==> config.mk <==
export PLATFORM = sky130hd
export DESIGN_NAME = feature_frame_packer
export DESIGN_NICKNAME = d
export VERILOG_FILES = /design/src/rtl/feature_frame_packer.sv
export SDC_FILE = /design/constraint.sdc
export NUM_CORES = 2
export LEC_CHECK = 0
export CAP_MARGIN = 20
export CORE_MARGIN = 1.5
export CORE_UTILIZATION = 60
export CTS_CLUSTER_DIAMETER = 100
export DETAILED_ROUTE_END_ITERATION = 16
export PLACE_DENSITY = 0.93
export SETUP_SLACK_MARGIN = 0.4
export SYNTH_ARGS = -nofsm -noshare
export SYNTH_HDL_FRONTEND = slang
export SYNTH_SLANG_ARGS = --single-unit
export TNS_END_PERCENT = 5
==> constraint.sdc <==
create_clock -name clk -period 12.6 [get_ports clk]
set_input_delay 2.52 -clock clk [delete_from_list [all_inputs] [get_ports clk]]
set_output_delay 2.52 -clock clk [all_outputs]
set_load 0.005 [all_outputs]
==> src/rtl/feature_frame_packer.sv <==
// Beat-to-frame packer: assembles NUM_CHANNEL features from LANES-wide beats, double-buffered output.
// Optional saturating error counter with synchronous clear when FEATURE_PACKER_ERR_CNT_EN is defined.
//
// state | meaning
// FILL  | accepting beats into the assembly register
// FULL  | frame complete, waiting for the output register to free up
// DRAIN | malformed frame, dropping beats up to and including sin_last
module feature_frame_packer #(
   parameter int NUM_CHANNEL   = 214,
   parameter int CHANNEL_WIDTH = 2,
   parameter int LANES         = 4
) (
   input  logic                                 clk,
   input  logic                                 rst,
`ifdef FEATURE_PACKER_ERR_CNT_EN
   input  logic                                 err_count_clr,
   output logic [15:0]                          err_count,
`endif
   input  logic                                 sin_valid,
   output logic                                 sin_ready,
   input  logic [LANES*CHANNEL_WIDTH-1:0]       sin_data,
   input  logic                                 sin_last,
   output logic                                 fin_valid,
   input  logic                                 fin_ready,
   output logic [NUM_CHANNEL*CHANNEL_WIDTH-1:0] features_top,
   output logic                                 frame_err
);

   localparam int BEATS = (NUM_CHANNEL + LANES - 1) / LANES;
   localparam int CNT_W = (BEATS > 1) ? $clog2(BEATS) : 1;
   localparam int FW    = NUM_CHANNEL * CHANNEL_WIDTH;
   localparam logic [CNT_W-1:0] LAST_BEAT = CNT_W'(BEATS - 1);

   typedef enum logic [1:0] {S_FILL, S_FULL, S_DRAIN} state_t;

   state_t           state_q, state_d;
   logic [CNT_W-1:0] cnt_q, cnt_d;
   logic [FW-1:0]    asm_q, asm_d;
   logic             accept;
   logic             out_free;
   logic             err_d;
   logic             load_new;
   logic             load_held;

   assign sin_ready = (state_q != S_FULL);
   assign accept    = sin_valid && sin_ready;
   assign out_free  = !fin_valid || fin_ready;

   always_comb begin
      state_d   = state_q;
      cnt_d     = cnt_q;
      err_d     = 1'b0;
      load_new  = 1'b0;
      load_held = 1'b0;
      case (state_q)
         S_FILL: begin
            if (accept) begin
               if (cnt_q == LAST_BEAT) begin
                  cnt_d = '0;
                  if (!sin_last) begin
                     err_d   = 1'b1;
                     state_d = S_DRAIN;
                  end else if (out_free) begin
                     load_new = 1'b1;
                  end else begin
                     state_d = S_FULL;
                  end
               end else if (sin_last) begin
                  err_d = 1'b1;
                  cnt_d = '0;
               end else begin
                  cnt_d = cnt_q + 1'b1;
               end
            end
         end
         S_FULL: begin
            if (out_free) begin
               load_held = 1'b1;
               state_d   = S_FILL;
            end
         end
         S_DRAIN: begin
            if (accept && sin_last) state_d = S_FILL;
         end
         default: state_d = S_FILL;
      endcase
   end

   // Merge the current beat so a completing frame can go straight to the output register.
   always_comb begin
      int ch;
      ch    = 0;
      asm_d = asm_q;
      if (accept && (state_q == S_FILL)) begin
         for (int j = 0; j < LANES; j++) begin
            ch = int'(cnt_q) * LANES + j;
            if (ch < NUM_CHANNEL)
               asm_d[(NUM_CHANNEL-1-ch)*CHANNEL_WIDTH +: CHANNEL_WIDTH] =
                  sin_data[(LANES-1-j)*CHANNEL_WIDTH +: CHANNEL_WIDTH];
         end
      end
   end

   always_ff @(posedge clk) begin
      if (rst) begin
         state_q      <= S_FILL;
         cnt_q        <= '0;
         asm_q        <= '0;
         features_top <= '0;
         fin_valid    <= 1'b0;
         frame_err    <= 1'b0;
      end else begin
         state_q   <= state_d;
         cnt_q     <= cnt_d;
         asm_q     <= asm_d;
         frame_err <= err_d;
         if (load_new) begin
            features_top <= asm_d;
            fin_valid    <= 1'b1;
         end else if (load_held) begin
            features_top <= asm_q;
            fin_valid    <= 1'b1;
         end else if (fin_ready) begin
            fin_valid <= 1'b0;
         end
      end
   end

`ifdef FEATURE_PACKER_ERR_CNT_EN
   always_ff @(posedge clk) begin
      if (rst || err_count_clr)
         err_count <= '0;
      else if (frame_err && (err_count != 16'hFFFF))
         err_count <= err_count + 16'd1;
   end
`endif

endmodule
==> metrics.md <==
| Metric | Value |
|---|---|
| Routed WL | `118000 um` |
| Antenna viol nets, final | `0` |
| Fin crit share | `48.5%` |
| RSZ-0062 raised after global routing | `false` |
| Top-Level Pins | `444` |
| Seq cells post-synth | `866` |
| Arrival time at the worst endpoint | `6.65 ns` |
| Ys flop type | `dfxtp_1` |
| Syn-to-layout area delta | `22.2%` |
| Share of post-route cells with drive strength above 1 | `8.38%` |
| CTS Buf Count | `86` |
| Violated checks | `design-rule violations` |
| Post-CTS sizing | `0` |
| Die ar. | `59600 um^2` |
| Gate count after technology mapping | `4082` |
| Nets | `4353` |
| Slew margin rel. | `13.0%` |
| Maximum VDD drop | `0.000128 V` |
| Synthesized cell area | `34900 um^2` |
| Max incr delay on CP | `0.84 ns` |
| Die Span Y | `244 um` |
| Final worst slack | `6.49 ns` |
| Post-Route Skew | `0.0319 ns` |
| Post-synth ARST share | `0%` |
| Vias | `33000` |
| Crit-path cells | `clkinv_1 > ha_1 > nand2b_1 > nor2_1 > o21ai_0 > ha_1 > nor4b_1 > nand4_1 > or3_1 > nor3_2 > nand4_1 > a311oi_1` |
| Static leakage | `14.5 nW` |
| Drc violations | `1` |
| Clock Root Buffer | `clkbuf_16` |
| Placed Area | `39400 um^2` |
| Reg clk slew, reported paths | `0.07 ns` |
| First-pass GRT wire length | `179000 um` |
| Worst min path class | `reg2reg` |
| Number of DRC markers in iteration 0 | `4489` |
| Number of fill cells | `3880` |
| H-Tree Depth | `3` |
| Ys Warns | `0` |
| Insertion delay to the later sink of the worst-skew pair | `0.65 ns` |
| Cell family with most CP delay | `simple AND/OR/NAND/NOR gates` |
| Design area | `42600 um^2` |
| Critical Path Fanout Max | `22` |
| Site Rows | `88` |
| CP bufs+invs | `1` |
| Largest net degree at the start of global routing | `120` |
| Worst slack, placed | `6.30 ns` |
| Initial Util | `60.6%` |
| DR pass1 iterations | `14` |
| Pins over their slew limit | `0` |
| Maximum root-to-sink buffer count | `3` |
| Post-synth cell types | `79` |
| Critical path class | `reg2reg` |
| Initial antenna violation count | `4` |
| Hold buffer count at cts | `0` |
| MaxCap Viol Count | `0` |
| Number of global-route vias before repair | `31200` |
| GRT Util Overall | `38.0%` |
| Final Critical Period | `6.11 ns` |
| Final setup viols | `0` |
| Setup TNS | `0 ns` |
| Run status | `finished with violations` |
| Slew @ Worst Pin | `1.30 ns` |
| Pwr Total | `5.79 mW` |
| Syn nets | `4108` |
| DR WL/cell | `22.9 um` |
| Via/cell ratio | `6.39` |
| CTS tree | `built` |
| Post-CTS Setup Bufs | `0` |
| Cell area power density | `136 nW/um^2` |
| Fmax achieved | `164 MHz` |
| Post-Place Cells | `4999` |
| Area of the core | `57600 um^2` |
| Clock Sinks | `866` |
| CP required | `13.14 ns` |
| Setup crit start kind | `register` |
| Slowest CP cell | `nor3_2` |
| Type of destination of the critical path | `register` |
| Die extent in x | `244 um` |
| DP HPWL | `73800 um` |
| Synthesized area per cell | `8.55 um^2` |
| Post-synth EDFFs | `0` |
| Port Buffers | `443` |
| GRT overflow | `0` |
| Final cell count without fillers | `5161` |
| Final Hold Viols | `0` |
| Register area share after synthesis | `49.7%` |
| Final RePlAce weighted congestion | `0.996` |
kinds of logic after synthesis:
family	count (synthesis)	share of synthesized area, %
compound gates	1034	17.8
xor+xnor	15	0.398
fa+ha+maj	13	0.466
buf+inv	361	4.08
flops	866	49.7
mux	304	9.03
simple gates	1489	18.5
worst reg2reg max path, stage by stage (launching register included):
cell,delay (ns)
dfxtp_1,0.83
clkinv_1,0.55
ha_1,0.67
nand2b_1,0.28
nor2_1,0.23
o21ai_0,0.15
ha_1,0.34
nor4b_1,0.63
nand4_1,0.30
or3_1,0.72
nor3_2,0.84
nand4_1,0.16
a311oi_1,0.31
cell usage after synthesis (29+ instances only):
cell type / count / area share, %
dfxtp_1: 866 / 50
nor3_1: 48 / 0.69
and2_1: 29 / 0.52
nor2_1: 346 / 3.7
nand2_1: 716 / 7.7
nand3_1: 207 / 3.0
mux2_2: 86 / 2.8
a211oi_1: 43 / 0.93
a311oi_1: 43 / 1.1
o21ai_0: 251 / 3.6
clkbuf_1: 295 / 3.2
a21oi_1: 527 / 7.6
mux2i_1: 218 / 6.3
nand4_1: 38 / 0.68
per-layer routing:
layer / up-vias / track usage, % / part of all wire, % / wire length (um)
met5: - / 0 / 0.020 / 24
met4: 4 / 24.0 / 6.9 / 8150
met3: 492 / 10.3 / 12 / 14400
met2: 2192 / 58.8 / 44 / 52200
met1: 15500 / 47.0 / 37 / 43200
li1: 14700 / - / - / -
report_power, final:
part	total [mW]	internal, mW	switching (mW)
Clock	2.86	1.74	1.11
Combinational	0.191	0.0293	0.161
Sequential	2.74	2.74	0.00268
Total	5.79	4.51	1.28
stage by stage:
step,hold WS [ns],utilization (%)
after floorplan,0.427,-
after global placement,0.435,68.4
after detailed placement,0.441,68.5
after CTS,0.443,73.9
after global routing,0.452,74.0
final,0.445,74.0
layout by cell type, fill, tap and decap left out, types with 11 or more instances in the layout:
cell type / instances
dfxtp_1: 866
nand2_1: 715
a21oi_1: 527
clkdlybuf4s50_1: 436
nor2_1: 343
o21ai_0: 249
mux2i_1: 218
nand3_1: 207
clkbuf_16: 88
mux2_2: 86
buf_4: 60
nor3_1: 46
a211oi_1: 43
a311oi_1: 43
nand4_1: 38
and2_1: 28
o31ai_1: 27
and3_1: 24
o2111ai_1: 23
bufinv_16: 18
clkinv_2: 18
clkbuf_8: 16
nand2b_1: 15
a31oi_1: 14
ha_1: 13
xnor2_1: 11
nor4_1: 11
o221ai_1: 11
worst paths after layout:
kind	start	endpoint	slack, ns	depth (start not counted)
hold reg to reg	asm_q[289]	features_top[289]	0.44	2
hold / removal	asm_q[289]	features_top[289]	0.44	2
setup reg to reg	cnt_q[1]	features_top[8]	6.49	12
setup / recovery	cnt_q[1]	features_top[8]	6.49	12
registers in the layout, indices dropped and copies added, names as in the netlist:
signal	flops
asm_q	428
features_top	428
cnt_q	6
fin_valid	1
frame_err	1
state_q	2
area by class of cell:
type | count | area [um^2] | area share, %
diodes | 2 | 5.00 | 0.0117
well taps | 765 | 957 | 2.25
flip-flops and latches | 866 | 17300 | 40.7
multi-input cells | 2855 | 16200 | 38.1
inverters | 12 | 45.0 | 0.106
clock buffers | 112 | 2450 | 5.75
repair buffers | 506 | 4900 | 11.5
clock inverters | 43 | 698 | 1.64
Power figures use the tool's default switching activity.
